`config.mk`:
```
export PLATFORM = sky130hd
export DESIGN_NAME = spi_word_sequencer_flat
export DESIGN_NICKNAME = d
export VERILOG_FILES = /design/src/rtl/spi_word_sequencer_if.sv /design/src/rtl/spi_word_sequencer.sv /design/src/flat_wrapper.sv
export SDC_FILE = /design/constraint.sdc
export NUM_CORES = 1
export LEC_CHECK = 0
export ABC_AREA = 1
export CORE_UTILIZATION = 25
export CTS_CLUSTER_SIZE = 16
export DETAILED_ROUTE_END_ITERATION = 6
export PLACE_DENSITY = 0.48
export SLEW_MARGIN = 30
export SYNTH_ARGS = -nofsm -noshare
export SYNTH_HDL_FRONTEND = slang
export SYNTH_SLANG_ARGS = --single-unit
```
`constraint.sdc`:
```
create_clock -name clk -period 3.2 [get_ports clk]
set_input_delay 0.64 -clock clk [delete_from_list [all_inputs] [get_ports clk]]
set_output_delay 0.64 -clock clk [all_outputs]
set_load 0.005 [all_outputs]
```
`src/rtl/spi_word_sequencer_if.sv`:
```
// Bundle of the upstream word port, the shifter start/done port and the rx word port.
//   in_valid/in_data/in_ready      : upstream words to transmit (valid/ready)
//   sh_start/sh_tx_word            : launch of one 32-bit shifter transaction
//   sh_done/sh_rx_word             : shifter completion and captured MISO word
//   rx_valid/rx_data/rx_ready      : received words to the consumer (valid/ready)
// slave is the sequencer's view; master is the view of the surrounding logic.
interface spi_word_sequencer_if;
  localparam int unsigned WORD_W = 32;

  logic              in_valid;
  logic [WORD_W-1:0] in_data;
  logic              in_ready;
  logic              sh_start;
  logic [WORD_W-1:0] sh_tx_word;
  logic              sh_done;
  logic [WORD_W-1:0] sh_rx_word;
  logic              rx_valid;
  logic [WORD_W-1:0] rx_data;
  logic              rx_ready;

  modport slave (
    input  in_valid, in_data, sh_done, sh_rx_word, rx_ready,
    output in_ready, sh_start, sh_tx_word, rx_valid, rx_data
  );

  modport master (
    output in_valid, in_data, sh_done, sh_rx_word, rx_ready,
    input  in_ready, sh_start, sh_tx_word, rx_valid, rx_data
  );
endinterface

```
`src/rtl/spi_word_sequencer.sv`:
```
// Feeds a 32-bit SPI shifter: buffers outgoing words in a FIFO, launches one shifter
// transaction per word with a start/done handshake, inserts an idle gap between words,
// returns each received word on a valid/ready port and flags overruns and timeouts.
// Ports:
//   clk, rst_n   : clock (posedge) and asynchronous active-low reset
//   bus          : in_*/sh_*/rx_* handshakes (see spi_word_sequencer_if)
//   clear_err    : clears the sticky flags
//   rx_overrun   : sticky, an unconsumed rx word was overwritten
//   timeout_err  : sticky, the shifter did not finish within TIMEOUT cycles
//   busy         : transaction in progress or words still queued
//   words_done   : completed transactions, wrapping 16-bit count
module spi_word_sequencer #(
  parameter int unsigned DEPTH      = 4,
  parameter int unsigned GAP_CYCLES = 2,
  parameter int unsigned TIMEOUT    = 255
) (
  input  logic                      clk,
  input  logic                      rst_n,
  spi_word_sequencer_if.slave       bus,
  input  logic                      clear_err,
  output logic                      rx_overrun,
  output logic                      timeout_err,
  output logic                      busy,
  output logic [15:0]               words_done
);

  localparam int unsigned WORD_W   = 32;
  localparam int unsigned PTR_W    = $clog2(DEPTH);
  localparam int unsigned CNT_W    = PTR_W + 1;
  localparam int unsigned TIMER_W  = 8;
  localparam int unsigned GAP_W    = (GAP_CYCLES > 1) ? $clog2(GAP_CYCLES) : 1;
  localparam int unsigned GAP_LAST = (GAP_CYCLES == 0) ? 0 : GAP_CYCLES - 1;

  typedef enum logic [1:0] {IDLE, START, WAIT_DONE, GAP} state_t;

  // With no gap configured a finished transaction returns straight to IDLE.
  localparam state_t AFTER_XFER = (GAP_CYCLES == 0) ? IDLE : GAP;

  state_t             state;
  logic [WORD_W-1:0]  mem [DEPTH];
  logic [PTR_W-1:0]   wr_ptr;
  logic [PTR_W-1:0]   rd_ptr;
  logic [CNT_W-1:0]   count;
  logic [TIMER_W-1:0] timer;
  logic [GAP_W-1:0]   gap_cnt;
  logic               push_c;
  logic               pop_c;

  // in_ready depends only on the registered count, so a same-cycle pop never reopens it.
  assign bus.in_ready = (count != CNT_W'(DEPTH));
  assign push_c       = bus.in_valid && bus.in_ready;
  assign pop_c        = (state == START);
  assign busy         = (state != IDLE) || (count != '0);

  // FIFO pointers and occupancy; pointers wrap naturally at DEPTH.
  always_ff @(posedge clk or negedge rst_n) begin
    if (!rst_n) begin
      wr_ptr <= '0;
      rd_ptr <= '0;
      count  <= '0;
    end else begin
      if (push_c) wr_ptr <= wr_ptr + PTR_W'(1);
      if (pop_c)  rd_ptr <= rd_ptr + PTR_W'(1);
      case ({push_c, pop_c})
        2'b10:   count <= count + CNT_W'(1);
        2'b01:   count <= count - CNT_W'(1);
        default: ;
      endcase
    end
  end

  // FIFO storage; contents are only read while count is non-zero.
  always_ff @(posedge clk) begin
    if (push_c) mem[wr_ptr] <= bus.in_data;
  end

  // Sequencer FSM with registered shifter, rx and status outputs.
  // sh_start/sh_tx_word are loaded on entry to START so the pulse coincides with START,
  // giving the two-cycle push-to-start latency and a GAP_CYCLES+1 idle stretch between words.
  always_ff @(posedge clk or negedge rst_n) begin
    if (!rst_n) begin
      state          <= IDLE;
      bus.sh_start   <= 1'b0;
      bus.sh_tx_word <= '0;
      bus.rx_valid   <= 1'b0;
      bus.rx_data    <= '0;
      rx_overrun     <= 1'b0;
      timeout_err    <= 1'b0;
      words_done     <= '0;
      timer          <= '0;
      gap_cnt        <= '0;
    end else begin
      bus.sh_start <= 1'b0;
      if (bus.rx_valid && bus.rx_ready) bus.rx_valid <= 1'b0;
      // Clear first so a set event later in this block wins.
      if (clear_err) begin
        rx_overrun  <= 1'b0;
        timeout_err <= 1'b0;
      end

      unique case (state)
        IDLE: begin
          if (count != '0) begin
            state          <= START;
            bus.sh_start   <= 1'b1;
            bus.sh_tx_word <= mem[rd_ptr];
          end
        end
        START: begin
          timer <= '0;
          state <= WAIT_DONE;
        end
        WAIT_DONE: begin
          timer <= timer + TIMER_W'(1);
          if (bus.sh_done) begin
            bus.rx_data  <= bus.sh_rx_word;
            bus.rx_valid <= 1'b1;
            words_done   <= words_done + 16'd1;
            if (bus.rx_valid && !bus.rx_ready) rx_overrun <= 1'b1;
            gap_cnt      <= '0;
            state        <= AFTER_XFER;
          end else if (timer == TIMER_W'(TIMEOUT)) begin
            timeout_err <= 1'b1;
            gap_cnt     <= '0;
            state       <= AFTER_XFER;
          end
        end
        GAP: begin
          if (gap_cnt == GAP_W'(GAP_LAST)) state <= IDLE;
          else gap_cnt <= gap_cnt + GAP_W'(1);
        end
        default: state <= IDLE;
      endcase
    end
  end

endmodule
```
`src/flat_wrapper.sv`:
```
// flat-port wrapper written by rule: the top's interface ports become plain ports
module spi_word_sequencer_flat 
#(
  parameter int unsigned DEPTH      = 4,
  parameter int unsigned GAP_CYCLES = 2,
  parameter int unsigned TIMEOUT    = 255
)
  (clk, rst_n, clear_err, rx_overrun, timeout_err, busy, words_done, bus_in_valid, bus_in_data, bus_sh_done, bus_sh_rx_word, bus_rx_ready, bus_in_ready, bus_sh_start, bus_sh_tx_word, bus_rx_valid, bus_rx_data);
  spi_word_sequencer_if bus_i ();
  input  logic clk;
  input  logic rst_n;
  input  logic clear_err;
  output logic rx_overrun;
  output logic timeout_err;
  output logic busy;
  output logic [15:0] words_done;
  input wire logic [$bits(bus_i.in_valid)-1:0] bus_in_valid;
  input wire logic [$bits(bus_i.in_data)-1:0] bus_in_data;
  input wire logic [$bits(bus_i.sh_done)-1:0] bus_sh_done;
  input wire logic [$bits(bus_i.sh_rx_word)-1:0] bus_sh_rx_word;
  input wire logic [$bits(bus_i.rx_ready)-1:0] bus_rx_ready;
  output wire logic [$bits(bus_i.in_ready)-1:0] bus_in_ready;
  output wire logic [$bits(bus_i.sh_start)-1:0] bus_sh_start;
  output wire logic [$bits(bus_i.sh_tx_word)-1:0] bus_sh_tx_word;
  output wire logic [$bits(bus_i.rx_valid)-1:0] bus_rx_valid;
  output wire logic [$bits(bus_i.rx_data)-1:0] bus_rx_data;
  assign bus_i.in_valid = bus_in_valid;
  assign bus_i.in_data = bus_in_data;
  assign bus_i.sh_done = bus_sh_done;
  assign bus_i.sh_rx_word = bus_sh_rx_word;
  assign bus_i.rx_ready = bus_rx_ready;
  assign bus_in_ready = bus_i.in_ready;
  assign bus_sh_start = bus_i.sh_start;
  assign bus_sh_tx_word = bus_i.sh_tx_word;
  assign bus_rx_valid = bus_i.rx_valid;
  assign bus_rx_data = bus_i.rx_data;
  spi_word_sequencer #(.DEPTH(DEPTH), .GAP_CYCLES(GAP_CYCLES), .TIMEOUT(TIMEOUT)) u_core (.clk(clk), .rst_n(rst_n), .bus(bus_i), .clear_err(clear_err), .rx_overrun(rx_overrun), .timeout_err(timeout_err), .busy(busy), .words_done(words_done));
endmodule
```
==> metrics <==
Syn-to-layout area delta=30.6%; Worst Skew=25.0 ps; Clock Sinks=230; Net Count, Synth=856; vias per cell=4.14; reg-to-reg startpoint=u_core.count[1]$_DFFE_PN0P_; distinct cell type count after synthesis=33; Compound-Gate Fraction of Synth Area=0.0792; die width=196 µm; Root Buffer=clkbuf_16; logic gate share of total power=0.348; drt total wl=21.0 mm; worst rel slew slack=0.430; first-pass GRT wire length=33.7 mm; Antenna Nets Post-Route=0; Slew @ Worst Pin=853 ps; Crit Path Class=flop to primary output; GRT overflow=0; status=completed; Final Setup Violations=0; area of the core=36800 µm²; Crit. End Element=primary output; mux cell area share after synthesis=0.0503; synthesized instance count=773; Vias=5896; maximum vdd drop=0.377 mV; final count of pins violating max slew=0; Simple-Gate Fraction of Synth Area=0.105; largest net degree at the start of global routing=67; critical path's top delay family=buffers and inverters; Post-CTS Hold Buffers=0; final hold vios=0; Synthesis Warnings=0; TNS Setup=0 ps; Cell Rows=70; adder-cell share of the synthesized area=0.0181; Clk Latency, worst-skew pair=530 ps; CTS buffer count=26; slowest CP cell=clkdlybuf4s50_1; drc violations=0; switching share of power=0.322; CP Buf/Inv Count=2; initial antenna violation count=1; Worst Path Required=2560 ps; fmax=397 MHz; post-cts repair resize count=0; Routability Congestion=0.752; sequential element share of the synthesized area=0.680; worst-case clock buffer depth=3; Die Area=38400 µm²; Power Total=11200 µW; cell area after synthesis=9410 µm²; RSZ-0062 raised after global routing=no; GRT Overall Usage=0.110; layout cell share with drive strength beyond 1=0.123; vias in the first global route=6071; routed length per placed instance=14.7 µm; H-tree depth=1; main combinational cell family by area after synthesis=simple AND/OR/NAND/NOR gates; drt pass-1 iters=4; nets@finish=1020; Int Pwr=7630 µW; worst hold-check path type=input pin to asynchronous set/reset pin; port bufs=155; Net Switching=3620 µW; #FFs+latches synth=230; # diodes=0; ys async rst share=0.443; CP Max Fanout=4; xor/xnor share of the synthesized area=0.0149; max-cap viol count=0; Detail Placement HPWL=13.7 mm; Detailed Route Iter0 Violations=225; crit-path cells=inv_1, ha_1, nand4_1, clkdlybuf4s50_1; Post-synth top flop=edfxtp_1; period utilisation layout=0.787; Avg Cell Area, Syn=12.2 µm²; Critical path origin=u_core.state[0]$_DFFE_PN0P_; EDFF count, synth=128; PD cells=915 nW/µm²; CTS tree=yes; Initial Utilization=0.256; Critical Path Max Stage Delay=520 ps; Clk pwr share=0.251; power share of the sequential group=0.401; CP startpoint kind=flop; Setup Fix Bufs, Post-CTS=0; Clock transition at path regs=50 ps; Static Leak=0.00488 µW; Die Ht=196 µm; crit path time final=2520 ps; arrival time worst endpoint=1880 ps; IO Pins=156
## per-stage QoR
step | hold WS (ps) | worst slack, ps | utilization | cell area (µm²) | cells
final | 85.5 | 681 | 0.334 | 12300 | 1424
after global routing | 117 | 536 | 0.334 | 12300 | 1424
after CTS | 88.6 | 604 | 0.334 | 12300 | 1424
after detailed placement | 461 | 771 | 0.312 | 11500 | 1377
after global placement | 457 | 789 | 0.312 | 11500 | 1377
after floorplan | 344 | 669 | - | 9410 | 773
## final timing paths
kind,end,slack (ps),cells past startpoint
setup reg to reg,u_core.count[2]$_DFFE_PN0P_,1110,10
min in group clk,u_core.gap_cnt$_DFFE_PN0P_,470,2
setup / recovery,busy,680,4
max in group asynchronous,u_core.words_done[14]$_DFFE_PN0P_,2400,2
hold reg to reg,u_core.gap_cnt$_DFFE_PN0P_,470,2
hold / removal,u_core.bus.rx_data[31]$_DFFE_PN0P_,90,1
## synth_stat cells, types with 10 or more instances
library cell / n / area (µm²)
edfxtp_1: 128 / 3840
nor2_1: 120 / 450
dfrtp_1: 102 / 2550
nand2_1: 83 / 312
o21ai_0: 82 / 410
inv_1: 70 / 263
o21ai_1: 40 / 200
mux2_4: 27 / 405
ha_1: 12 / 150
xor2_1: 11 / 96.3
buf_6: 10 / 113
## cells by family (layout without fill, tap and decap cells)
group,count (synthesis),after routing
AOI/OAI and AO/OA,139,139
xor gates and xnor gates,16,16
adders and majority gates,13,13
buffers and inverters,104,287
DFF,230,230
muxes,33,33
and+or+nand+nor,238,238
## routing by layer
| metal | global-route usage | share of wire |
|---|---|---|
| met1 | 0.143 | 0.45 |
| met4 | 0.0226 | 0.017 |
| met5 | 0 | 0.00062 |
| met2 | 0.180 | 0.46 |
| met3 | 0.0352 | 0.074 |
## layout by cell type (no fill, tap or decap), types with 11 or more instances in the layout
cell             netlist  routed
edfxtp_1             128     128
nand2_1               83      83
ha_1                  12      12
nor2_1               120     116
inv_1                 70      70
dfrtp_1              102     100
mux2_4                27      27
o21ai_0               82      82
buf_4                  7      12
clkdlybuf4s50_1        0     154
clkbuf_16              0      26
o21ai_1               40      40
xor2_1                11      11
## worst reg2reg max path: stages, from the launching register on
cell	delay [ps]
dfrtp_1	370
inv_1	170
nand3_1	150
nand2_2	270
ha_1	200
inv_1	70
fa_1	400
nor2_1	120
nor2_1	50
nand2_1	70
xor2_1	140
## flip-flops by register name, indices dropped and copies added, names as in the netlist, 2 cells and up
name,count
u_core.bus.rx_data,32
u_core.wr_ptr,2
u_core.rd_ptr,2
u_core.timer,8
u_core.count,3
u_core.bus.sh_tx_word,32
u_core.state,2
u_core.mem,128
u_core.words_done,16
## power groups by stage
stage / clock network [µW] / logic (µW) / registers [µW]
after CTS: 2940 / 4030 / 4530
after global routing: 3040 / 4410 / 4630
final: 2830 / 3910 / 4510
after global placement: 0 / 3970 / 4570
after floorplan: 0 / 2400 / 4480
after detailed placement: 0 / 4010 / 4560
## final cells by class
type	count	area (µm²)
repair buffers	168	1670
flip-flops and latches	230	6400
clock buffers	34	721
fillers	3737	24500
clock inverters	13	103
well taps	468	586
inverters	72	270
multi-input cells	439	2540
Power figures use the tool's default switching activity.
